===== src/rtl/decode_ctrl.sv =====
// IF/ID pipeline register plus front-end hazard control: jump redirect, load-use
// stall and a one-deep ID/EX tracking register handed to execute.
module decode_ctrl #(
  parameter logic [31:0] NOP   = 32'h0000_0000,
  parameter int          CNT_W = 16
) (
  input  logic             clk,
  input  logic             reset,
  input  logic [31:0]      Instruction_Code,
  input  logic [31:0]      PC,
  output logic             jump,
  output logic [31:0]      extended,
  output logic             stall,
  output logic [31:0]      id_instr,
  output logic [31:0]      id_pc,
  output logic             id_valid,
  output logic [31:0]      ex_instr,
  output logic             ex_valid,
  output logic [CNT_W-1:0] stall_cycles
);

  logic [31:0]      r_id_instr;
  logic [31:0]      r_id_pc;
  logic             r_id_valid;
  logic [31:0]      r_ex_instr;
  logic             r_ex_valid;
  logic [CNT_W-1:0] r_stall_cycles;

  logic [5:0] w_op;
  logic [4:0] w_rs;
  logic [4:0] w_rt;
  logic [4:0] w_ex_rt;
  logic       w_is_j;
  logic       w_ex_load;
  logic       w_uses_rt;
  logic       w_stall;
  logic       w_pc_carry;
  logic [3:0] w_pc_hi;

  assign w_op    = r_id_instr[31:26];
  assign w_rs    = r_id_instr[25:21];
  assign w_rt    = r_id_instr[20:16];
  assign w_ex_rt = r_ex_instr[20:16];

  assign w_is_j    = r_id_valid & ((w_op == 6'b000010) | (w_op == 6'b000011));
  assign w_ex_load = r_ex_valid & (r_ex_instr[31:26] == 6'b100011);
  assign w_uses_rt = (w_op == 6'b000000) | (w_op == 6'b000100) |
                     (w_op == 6'b000101) | (w_op == 6'b101011);
  assign w_stall   = r_id_valid & ~w_is_j & w_ex_load & (w_ex_rt != 5'd0) &
                     ((w_ex_rt == w_rs) | (w_uses_rt & (w_ex_rt == w_rt)));

  // Upper nibble of id_pc+4: bits [1:0] never carry, so only [27:2] all-ones wraps into [31:28].
  assign w_pc_carry = &r_id_pc[27:2];
  assign w_pc_hi    = r_id_pc[31:28] + {3'b000, w_pc_carry};

  assign jump     = w_is_j;
  assign stall    = w_stall;
  assign extended = w_is_j ? {w_pc_hi, r_id_instr[25:0], 2'b00} : 32'h0000_0000;

  always_ff @(posedge clk or negedge reset) begin
    if (!reset) begin
      r_id_instr     <= NOP;
      r_id_pc        <= 32'h0000_0000;
      r_id_valid     <= 1'b0;
      r_ex_instr     <= NOP;
      r_ex_valid     <= 1'b0;
      r_stall_cycles <= '0;
    end else if (w_stall) begin
      // IF/ID holds the dependent instruction; a bubble goes down to execute.
      r_ex_instr <= NOP;
      r_ex_valid <= 1'b0;
      if (r_stall_cycles != {CNT_W{1'b1}}) begin
        r_stall_cycles <= r_stall_cycles + CNT_W'(1);
      end
    end else if (w_is_j) begin
      r_ex_instr <= r_id_instr;
      r_ex_valid <= 1'b1;
      r_id_instr <= NOP;
      r_id_pc    <= 32'h0000_0000;
      r_id_valid <= 1'b0;
    end else begin
      r_ex_instr <= r_id_instr;
      r_ex_valid <= r_id_valid;
      r_id_instr <= Instruction_Code;
      r_id_pc    <= PC;
      r_id_valid <= 1'b1;
    end
  end

  assign id_instr     = r_id_instr;
  assign id_pc        = r_id_pc;
  assign id_valid     = r_id_valid;
  assign ex_instr     = r_ex_instr;
  assign ex_valid     = r_ex_valid;
  assign stall_cycles = r_stall_cycles;

endmodule


===== config.mk =====
export PLATFORM = sky130hd
export DESIGN_NAME = decode_ctrl
export DESIGN_NICKNAME = d
export VERILOG_FILES = /design/src/rtl/decode_ctrl.sv
export SDC_FILE = /design/constraint.sdc
export NUM_CORES = 1
export LEC_CHECK = 0
export BUFFER_PORTS_ARGS = -buffer_cell sky130_fd_sc_hd__buf_4
export CAP_MARGIN = 20
export CORE_ASPECT_RATIO = 1.2
export CORE_MARGIN = 2
export CORE_UTILIZATION = 38
export CTS_CLUSTER_SIZE = 40
export DETAILED_ROUTE_END_ITERATION = 12
export PLACE_DENSITY = 0.75
export SYNTH_ARGS = -nofsm -noshare
export SYNTH_HDL_FRONTEND = slang
export SYNTH_SLANG_ARGS = --single-unit

===== constraint.sdc =====
create_clock -name clk -period 2.2 [get_ports clk]
set_clock_uncertainty 0.2 [all_clocks]
set_input_delay 0.22 -clock clk [delete_from_list [all_inputs] [get_ports clk]]
set_output_delay 0.22 -clock clk [all_outputs]
set_load 0.02 [all_outputs]

# Word-level counts from Yosys, hierarchy flattened

Cells that the tools add are included.

Output and inout bits: 148
Word-level logic and storage cells: 41
Bits in registers: 114

Bitwise operators: 13
Add/subtract/negate cells: 2
Equality and inequality tests: 9
Muxes and demuxes: 7
Reductions and logical operators: 4

Operators by type and width:

| cell                                                            | number |
|---|---|
| 32-bit two-way mux                                              | 4 |
| 26-bit AND reduction                                            | 1 |
| 16-bit by 1-bit adder with 16-bit output, second input constant | 1 |
| 16-bit inequality test, second input constant                   | 1 |
| 6-bit by 2-bit == test with 1-bit output, second input constant | 2 |
| 6-bit by 3-bit == test with 1-bit output, second input constant | 2 |
| 6-bit == test, second input constant                            | 2 |
| 5-bit == test                                                   | 2 |
| 1-bit bitwise AND                                               | 7 |
| 6-bit logical NOT                                               | 1 |
| 1-bit bitwise OR                                                | 5 |
| 5-bit nonzero test                                              | 1 |
| 4-bit by 1-bit adder with 4-bit output                          | 1 |
| 1-bit two-way mux                                               | 3 |
| 2-bit AND reduction                                             | 1 |
| 1-bit NOT                                                       | 1 |

# Longest topological paths before layout

Gate-level depths: netlist of the first run.

Depth in word-level cells: 9
Depth in mapped cells: 8
Gate-level depth less buffers: 7

# Worst setup path after synthesis of the first run

Ideal clock, no wire load.

Path kind: flip-flop to output port
Start: reg r_id_pc[10] (netlist: id_pc[10])
End: out extended[31]
Buffers on the path: 0
Slack: -279 ps
Cell stages (with the launch flop): 8
Arrival: 2059 ps
Cell sequence: dfrtp_1 -> nand4_1 -> or4_1 -> nor4_1 -> ha_1 -> nand3_1 -> xor2_1 -> nor2_1

Cells in the longest elaborated chain, start to end: 3

RTL lines:

| what                                   | line | RTL |
|---|---|---|
| start: declaration                     | 23   | `logic [31:0] r_id_pc;` |
| start signal: assignment               | 63   | `r_id_pc <= 32'h0000_0000;` |
| start signal: assignment               | 79   | `r_id_pc <= 32'h0000_0000;` |
| start signal: assignment               | 85   | `r_id_pc <= PC;` |
| 26-bit AND reduction                   | 53   | `assign w_pc_carry = &r_id_pc[27:2];` |
| 4-bit by 1-bit adder with 4-bit output | 54   | `assign w_pc_hi = r_id_pc[31:28] + {3'b000, w_pc_carry};` |
| 32-bit two-way mux                     | 58   | `assign extended = w_is_j ? {w_pc_hi, r_id_instr[25:0], 2'b00} : 32'h0000_0000;` |
| end: declaration                       | 12   | `output logic [31:0] extended,` |

Every way passes these cells.

# Final worst setup path of the first run

Ends and elaborated chain as after synthesis.

==> results of run 1 <==
-- power by group through the flow --
stage          registers [W]  clock network [W]  logic [W]
2_1_floorplan        0.00245                  0   0.000145
3_3_place_gp         0.00232                  0   0.000702
3_5_place_dp         0.00233                  0   0.000715
4_1_cts              0.00230            0.00274   0.000887
5_1_grt              0.00232            0.00291    0.00103
6_report             0.00231            0.00277   0.000980
-- how the worst min path moves through the flow --
stage / start / endpoint / slack, ns / depth (start not counted)
after detailed placement: reset / id_pc[0] / -0.09 / 1
after global routing: reset / id_pc[0] / 0.03 / 2
after floorplan: reset / ex_instr[0] / -0.28 / 0
after global placement: reset / id_pc[0] / -0.09 / 1
final: reset / ex_instr[30] / 0.03 / 2
after CTS: reset / id_pc[0] / 0.03 / 2
-- state kept, by name, summed over array words and instances (netlist names) --
name	cells
id_valid	1
id_pc	32
ex_instr	32
stall_cycles	16
id_instr	32
ex_valid	1
-- synthesized netlist by cell type --
master / instances
inv_1: 1
nor4b_1: 1
mux2_1: 1
nor2b_1: 33
xor2_1: 7
buf_2: 6
buf_4: 3
dfrtp_1: 114
nand2_1: 136
a22oi_2: 1
or4_1: 2
xnor2_1: 19
nor3_1: 3
a22oi_1: 1
and4b_1: 1
nor2_1: 7
nand3_1: 72
o21a_1: 1
ha_1: 3
buf_6: 4
and3_1: 33
nor4_1: 4
conb_1: 1
nand2b_1: 3
nand4b_1: 1
and4_1: 2
nand4_1: 15
a21oi_1: 3
o211ai_2: 1
and2_1: 1
clkbuf_1: 21
and3b_1: 1
-- cells by family (layout without fill, tap and decap cells) --
group	Yosys count	count (layout)	share of synthesized area, %
buffers and inverters	35	414	3.67
adders and majority gates	3	3	0.765
xor gates and xnor gates	26	26	4.64
DFF	114	114	58.1
AOI/OAI and AO/OA	7	7	1.12
and+or+nand+nor	315	315	31.3
other	1	2	0.0764
muxes	1	1	0.230
-- area by class of cell --
type	count	area (sq um)
Timing Repair Buffer	382	3730
Multi-Input combinational cell	354	2900
Sequential cell	114	2870
Fill cell	624	2310
Clock buffer	21	450
Tap cell	164	205
Clock inverter	10	135
Inverter	1	3.75
-- repair_timing --
action,4_1_cts,5_1_grt
endpoints found under the setup margin,138,145
endpoints found under the hold margin,178,0
buffers inserted,30,9
resized for setup,150,142
gates cloned,10,7
hold buffers,65,0
pin swaps,118,90
-- metrics by stage --
stage | worst slack (ns) | setup TNS, ns
final | -0.569 | -33.49
after global routing | -0.728 | -42.30
after CTS | -0.550 | -16.96
after detailed placement | -0.204 | -13.05
after global placement | -0.197 | -7.17
after floorplan | -0.0693 | -0.123
-- worst register-to-register path, cell delays in order, from the launching register on --
cell and delay (ns):
dfrtp_2 0.42, or4_4 0.56, o211ai_4 0.25, buf_6 0.14, nor3_2 0.04, a22oi_2 0.21
buf_12 0.16, buf_12 0.13, buf_12 0.12, buf_16 0.12, nand3_2 0.07, nand2_1 0.07
-- routing by layer --
metal | vias to the layer above | wire (microns) | GRT usage (%)
met5 | - | 0 | 0
met3 | 70 | 1030 | 6.74
met1 | 2777 | 7820 | 31.3
met4 | 0 | 920 | 14.2
met2 | 247 | 12300 | 52.8
li1 | 2424 | - | -
==> flow_summary.json, run 1 <==
{
  "drc": 0,
  "antenna_found_initial": 0,
  "reg2reg_depth": 11,
  "die_h_microns": 128,
  "grt_pass1_wl_microns": 30600,
  "maxSlewHeadroom_pct": 65.4,
  "r2r-end": "id_pc[10]",
  "rsz0062_at_grt": "true",
  "die_w_microns": 108,
  "final_cell_mix": "buf_4 (229), nand2_1 (111), dfrtp_1 (101)",
  "fin_crit_sh_pct": 126,
  "grt_overflow_total": 0,
  "hp-class": "in -> async",
  "ys_ff_latch": 114,
  "p_clk_share_pct": 45.6,
  "grt_max_degree": 54,
  "intPower_w": 0.00451,
  "reg2reg_slack_ns": -0.35,
  "worst_pin_slew_ns": 0.517,
  "crit_fanout": 2,
  "cts_buffers": 17,
  "h-tree-depth": 4,
  "wire_per_inst_microns": 21.1,
  "slew_viol_final": 0,
  "syn_area_sq_um": 4910,
  "placed_cell_area_sq_um": 7130,
  "dieArea_sq_um": 13800,
  "critical_path.slowest_cell": "or4_4",
  "fmax_mhz": 361,
  "cts_tree": "done",
  "hold_viol_final": 0,
  "drtPass1Iterations": 4,
  "hpwl_microns": 11000,
  "setup_slack_ns": -0.569,
  "placed_cells": 905,
  "switchingPower_w": 0.00155,
  "power_density_nw_per_um2": 589,
  "syn_area_per_cell_sq_um": 9.77,
  "final_common_cell": "buf_4",
  "yosysTopAreaCell": "dfrtp_1",
  "cp-startpoint": "id_pc[10]",
  "clkLatencyLatePin_ns": 0.40,
  "power_leakage_nw": 5.13,
  "pin_count": 214,
  "final_util_pct": 81.6,
  "core-area_sq_um": 12600,
  "crit_path_end": "extended[31]",
  "whs_ns": 0.0339,
  "setup.worst_path.class": "reg -> out",
  "period_needed_ns": 2.77,
  "diodes": 0,
  "crit_chain": "nand4_1 > or4_4 > nor4_4 > ha_2 > nand3_2 > xor2_1 > nor2_2 > buf_6",
  "rows": 45,
  "status": "complete, but fails checks",
  "critPathBufInv": 1,
  "cp.arrival_ns": 2.35,
  "totalWireLength_microns": 22000,
  "portBuffers": 211,
  "cts_sinks": 114,
  "start_util_pct": 38.9,
  "cpLargestDelayFamily": "simple AND/OR/NAND/NOR gates",
  "initialDrtViolationCount": 246,
  "ys_types": 32,
  "first_global_vias": 5782,
  "worstReg2RegStart": "ex_instr[18]",
  "p_seq_share_pct": 38.2,
  "grt_usage_pct": 29.0,
  "area_delta_synth_final_pct": 110,
  "p_sw_share_pct": 25.5,
  "stdcell_area_sq_um": 10300,
  "cp-end-kind": "output pin",
  "finalNetCount": 939,
  "crit_path_start_kind": "register",
  "netlist_instances": 502,
  "seq_area_frac_synth_pct": 58.1,
  "synthTopCellsByArea": "dfrtp_1 (58%), nand2_1 (10%), nand3_1 (7.3%)",
  "setup_viol": 143,
  "p_comb_share_pct": 16.2,
  "crit_path_max_incr_delay_ns": 0.54,
  "power_w": 0.00606,
  "yosysWarnings": 0,
  "vdd_ir_drop_max_mv": 0.440,
  "routabilityCongestion": 0.856,
  "yosysTopAreaCellShare_pct": 58.1,
  "clk_pin_slew_worst_paths_ns": 0.05,
  "clock_path_buffers": 2,
  "final_cells": 1046,
  "worstPathRequired_ns": 1.78,
  "antenna_left": 0,
  "drive_gt1_share_pct": 59.6,
  "via_per_inst": 5.28,
  "root_buffer": "clkbuf_16",
  "crit_cells": 8,
  "cap_violations": 0,
  "violations": "setup timing",
  "vias": 5518
}
(Power assumes the default switching activity.)
==> inputs of run 2 (changes only) <==
--- a/config.mk
+++ b/config.mk
@@ -5,6 +5,7 @@
 export SDC_FILE = /design/constraint.sdc
 export NUM_CORES = 1
 export LEC_CHECK = 0
+export ABC_AREA = 1
 export BUFFER_PORTS_ARGS = -buffer_cell sky130_fd_sc_hd__buf_4
 export CAP_MARGIN = 20
 export CORE_ASPECT_RATIO = 1.2
@@ -12,7 +13,8 @@
 export CORE_UTILIZATION = 38
 export CTS_CLUSTER_SIZE = 40
 export DETAILED_ROUTE_END_ITERATION = 12
-export PLACE_DENSITY = 0.75
+export PLACE_DENSITY = 0.74
+export SKIP_LAST_GASP = 1
 export SYNTH_ARGS = -nofsm -noshare
 export SYNTH_HDL_FRONTEND = slang
 export SYNTH_SLANG_ARGS = --single-unit
==> run 2 against run 1 <==
Net effect:
- the run still ends with setup timing left
- worst hold slack improved by 0.025 ns
- global-route usage decreased by 2.0 points
- fmax increased by 12%
- combinational power decreased by 8.2%
- clock-buffer cell count decreased by 1
- critical path depth increased by 1
- synthesized cell count increased by 25%
- sequential power about the same
- core utilization decreased by 15 points
- largest cell class unchanged
==> flow_summary.json, run 2 <==
{
  "status": "complete, but fails checks",
  "violations": "setup timing",
  "power_leakage_nw": 4.62,
  "period_needed_ns": 2.47,
  "routabilityCongestion": 0.881,
  "synthArstFlopShare_pct": 100,
  "power_w": 0.00608,
  "rows": 47,
  "fillers": 1048,
  "crit_path_start_kind": "register",
  "r2r-end": "id_instr[24]",
  "clock_path_buffers": 2,
  "cp-startpoint": "id_pc[6]",
  "grt_pass1_wl_microns": 31300,
  "reg2reg_slack_ns": 0.15,
  "clk_pin_slew_worst_paths_ns": 0.06,
  "synth.most_common_cell": "nand3_1",
  "antenna_left": 0,
  "final.setup.tns_ns": -4.62,
  "wire_per_inst_microns": 18.0,
  "via_per_inst": 5.18,
  "initialDrtViolationCount": 302,
  "drive_gt1_share_pct": 36.8,
  "critPathBufInv": 1,
  "die_w_microns": 112,
  "crit_path_max_incr_delay_ns": 0.35,
  "final_cell_mix": "buf_4 (222), nand3_1 (135), nand2_1 (132)",
  "grt_overflow_total": 0,
  "yosys.area_share.simple_pct": 33.6,
  "seq_area_frac_synth_pct": 54.1,
  "synth_compound_area_share_pct": 0.474,
  "drc": 0,
  "synth_xor_area_share_pct": 3.32,
  "fmax_mhz": 404,
  "totalWireLength_microns": 20200,
  "cp-end-kind": "output pin",
  "rsz0062_at_grt": "true",
  "root_buffer": "clkbuf_16",
  "cp.arrival_ns": 2.05,
  "area_delta_synth_final_pct": 73.7,
  "drtPass1Iterations": 6,
  "setup.worst_path.class": "reg -> out",
  "h-tree-depth": 4,
  "ys.flop_type": "dfrtp_1",
  "finalNetCount": 1008,
  "vias": 5819,
  "yosys-top-cells-count": "nand3_1 (138), nand2_1 (135), dfrtp_1 (114)",
  "hp-class": "in -> async",
  "worstPathRequired_ns": 1.78,
  "start_util_pct": 38.5,
  "hold_viol_final": 0,
  "synth_top_family_by_area": "simple AND/OR/NAND/NOR gates",
  "crit_chain": "nand2_1 > nor2_1 > nand4_1 > nor4_2 > ha_2 > nand3_1 > xor2_1 > nor2_1 > buf_4",
  "yosysTopAreaCell": "dfrtp_1",
  "netlist_instances": 629,
  "synthAdderAreaFrac_pct": 0.712,
  "clkLatencyLatePin_ns": 0.41,
  "cts_sinks": 114,
  "core-area_sq_um": 13700,
  "syn_area_per_cell_sq_um": 8.38,
  "grt_usage_pct": 27.0,
  "ys_types": 27,
  "cts_tree": "done",
  "hpwl_microns": 11200,
  "yosysWarnings": 0,
  "worst_pin_slew_ns": 0.583,
  "cts_buffers": 17,
  "synthTopCellsByArea": "dfrtp_1 (54%), nand3_1 (13%), nand2_1 (9.6%)",
  "first_global_vias": 6083,
  "cpLargestDelayFamily": "simple AND/OR/NAND/NOR gates",
  "portBuffers": 211,
  "dieArea_sq_um": 14800,
  "crit_fanout": 2,
  "fin_crit_sh_pct": 112,
  "worstReg2RegStart": "id_instr[30]",
  "maxSlewHeadroom_pct": 61.1,
  "die_h_microns": 133,
  "crit_top_cell": "nor2_1",
  "synth_edf_count": 0,
  "pin_count": 214,
  "grt_max_degree": 58,
  "reg2reg_depth": 10,
  "vdd_ir_drop_max_mv": 0.429,
  "syn_area_sq_um": 5270,
  "placed_cell_area_sq_um": 7080,
  "stdcell_area_sq_um": 9160,
  "slew_viol_final": 0,
  "power_density_nw_per_um2": 664,
  "antenna_found_initial": 1,
  "cap_violations": 0,
  "setup_viol": 30,
  "yosysTopAreaCellShare_pct": 54.1,
  "synthMuxAreaShare_pct": 0,
  "ys_ff_latch": 114,
  "final_common_cell": "buf_4",
  "critical_path.slowest_cell": "dfrtp_1",
  "setup_slack_ns": -0.273
}
## run 2: worst reg2reg max path, cell delays in order (launching register included)
cell and delay [ns]:
dfrtp_1 0.40, inv_2 0.09, nand2_4 0.06, nor2_4 0.11, nand3_4 0.09, nor2_4 0.14, clkinv_4 0.12, buf_12 0.16
buf_4 0.30, nand3_1 0.18, nand2_1 0.08
## run 2: kinds of logic after synthesis
logic type / after synthesis
adders and majority gates: 3
AOI/OAI and AO/OA: 5
other: 1
and+or+nand+nor: 397
buffers and inverters: 89
xor gates and xnor gates: 20
DFF: 114
## run 2: area by class of cell
| type | count | area (sq um) | share of cell area (%) |
|---|---|---|---|
| Antenna cell | 1 | 2.50 | 0.0273 |
| Multi-Input combinational cell | 427 | 2290 | 25.1 |
| Sequential cell | 114 | 2850 | 31.1 |
| Clock buffer | 20 | 467 | 5.09 |
| Inverter | 49 | 194 | 2.12 |
| Tap cell | 171 | 214 | 2.34 |
| Clock inverter | 12 | 156 | 1.71 |
| Timing Repair Buffer | 330 | 2980 | 32.5 |
## run 2: worst max path at each step
stage               cells after the start  slack, ns               to
finish                                  9      -0.27     extended[31]
global route                            9      -0.44     extended[31]
CTS                                     9      -0.26     extended[30]
detailed placement                     10       0.01  stall_cycles[2]
global placement                       10       0.07  stall_cycles[4]
floorplan                               9      0.006     extended[31]
## run 2: stage by stage
step / util [%] / hold WS, ns / setup WS, ns / cells
floorplan: - / -0.276 / 0.00558 / 630
global placement: 51.7 / -0.0597 / 0.0675 / 992
detailed placement: 51.7 / -0.0568 / 0.00970 / 992
CTS: 65.8 / 0.0507 / -0.257 / 1115
global route: 66.9 / 0.0844 / -0.443 / 1124
finish: 66.9 / 0.0592 / -0.273 / 1124
## run 2: power breakdown
group	switching (W)	leakage [nW]	total, W	internal, W
registers	0.0000971	1.37	0.00230	0.00221
logic	0.000470	2.96	0.000900	0.000430
clock network	0.00101	0.294	0.00288	0.00187
total	0.00158	4.62	0.00608	0.00451
## run 2: repair_timing
action	CTS	global route
setup endpoints to repair	33	95
gates resized for setup	85	26
endpoints found under the hold margin	178	0
setup buffers	20	9
pin swaps	7	5
hold buffers	65	0
gates cloned	6	1
## run 2: layer usage
layer	share of wire, %	vias up	global-route usage (%)
li1	-	2657	-
met1	37	2805	30.5
met2	52	301	47.5
met3	7.3	56	7.24
met4	3.4	0	12.5
met5	0	-	0
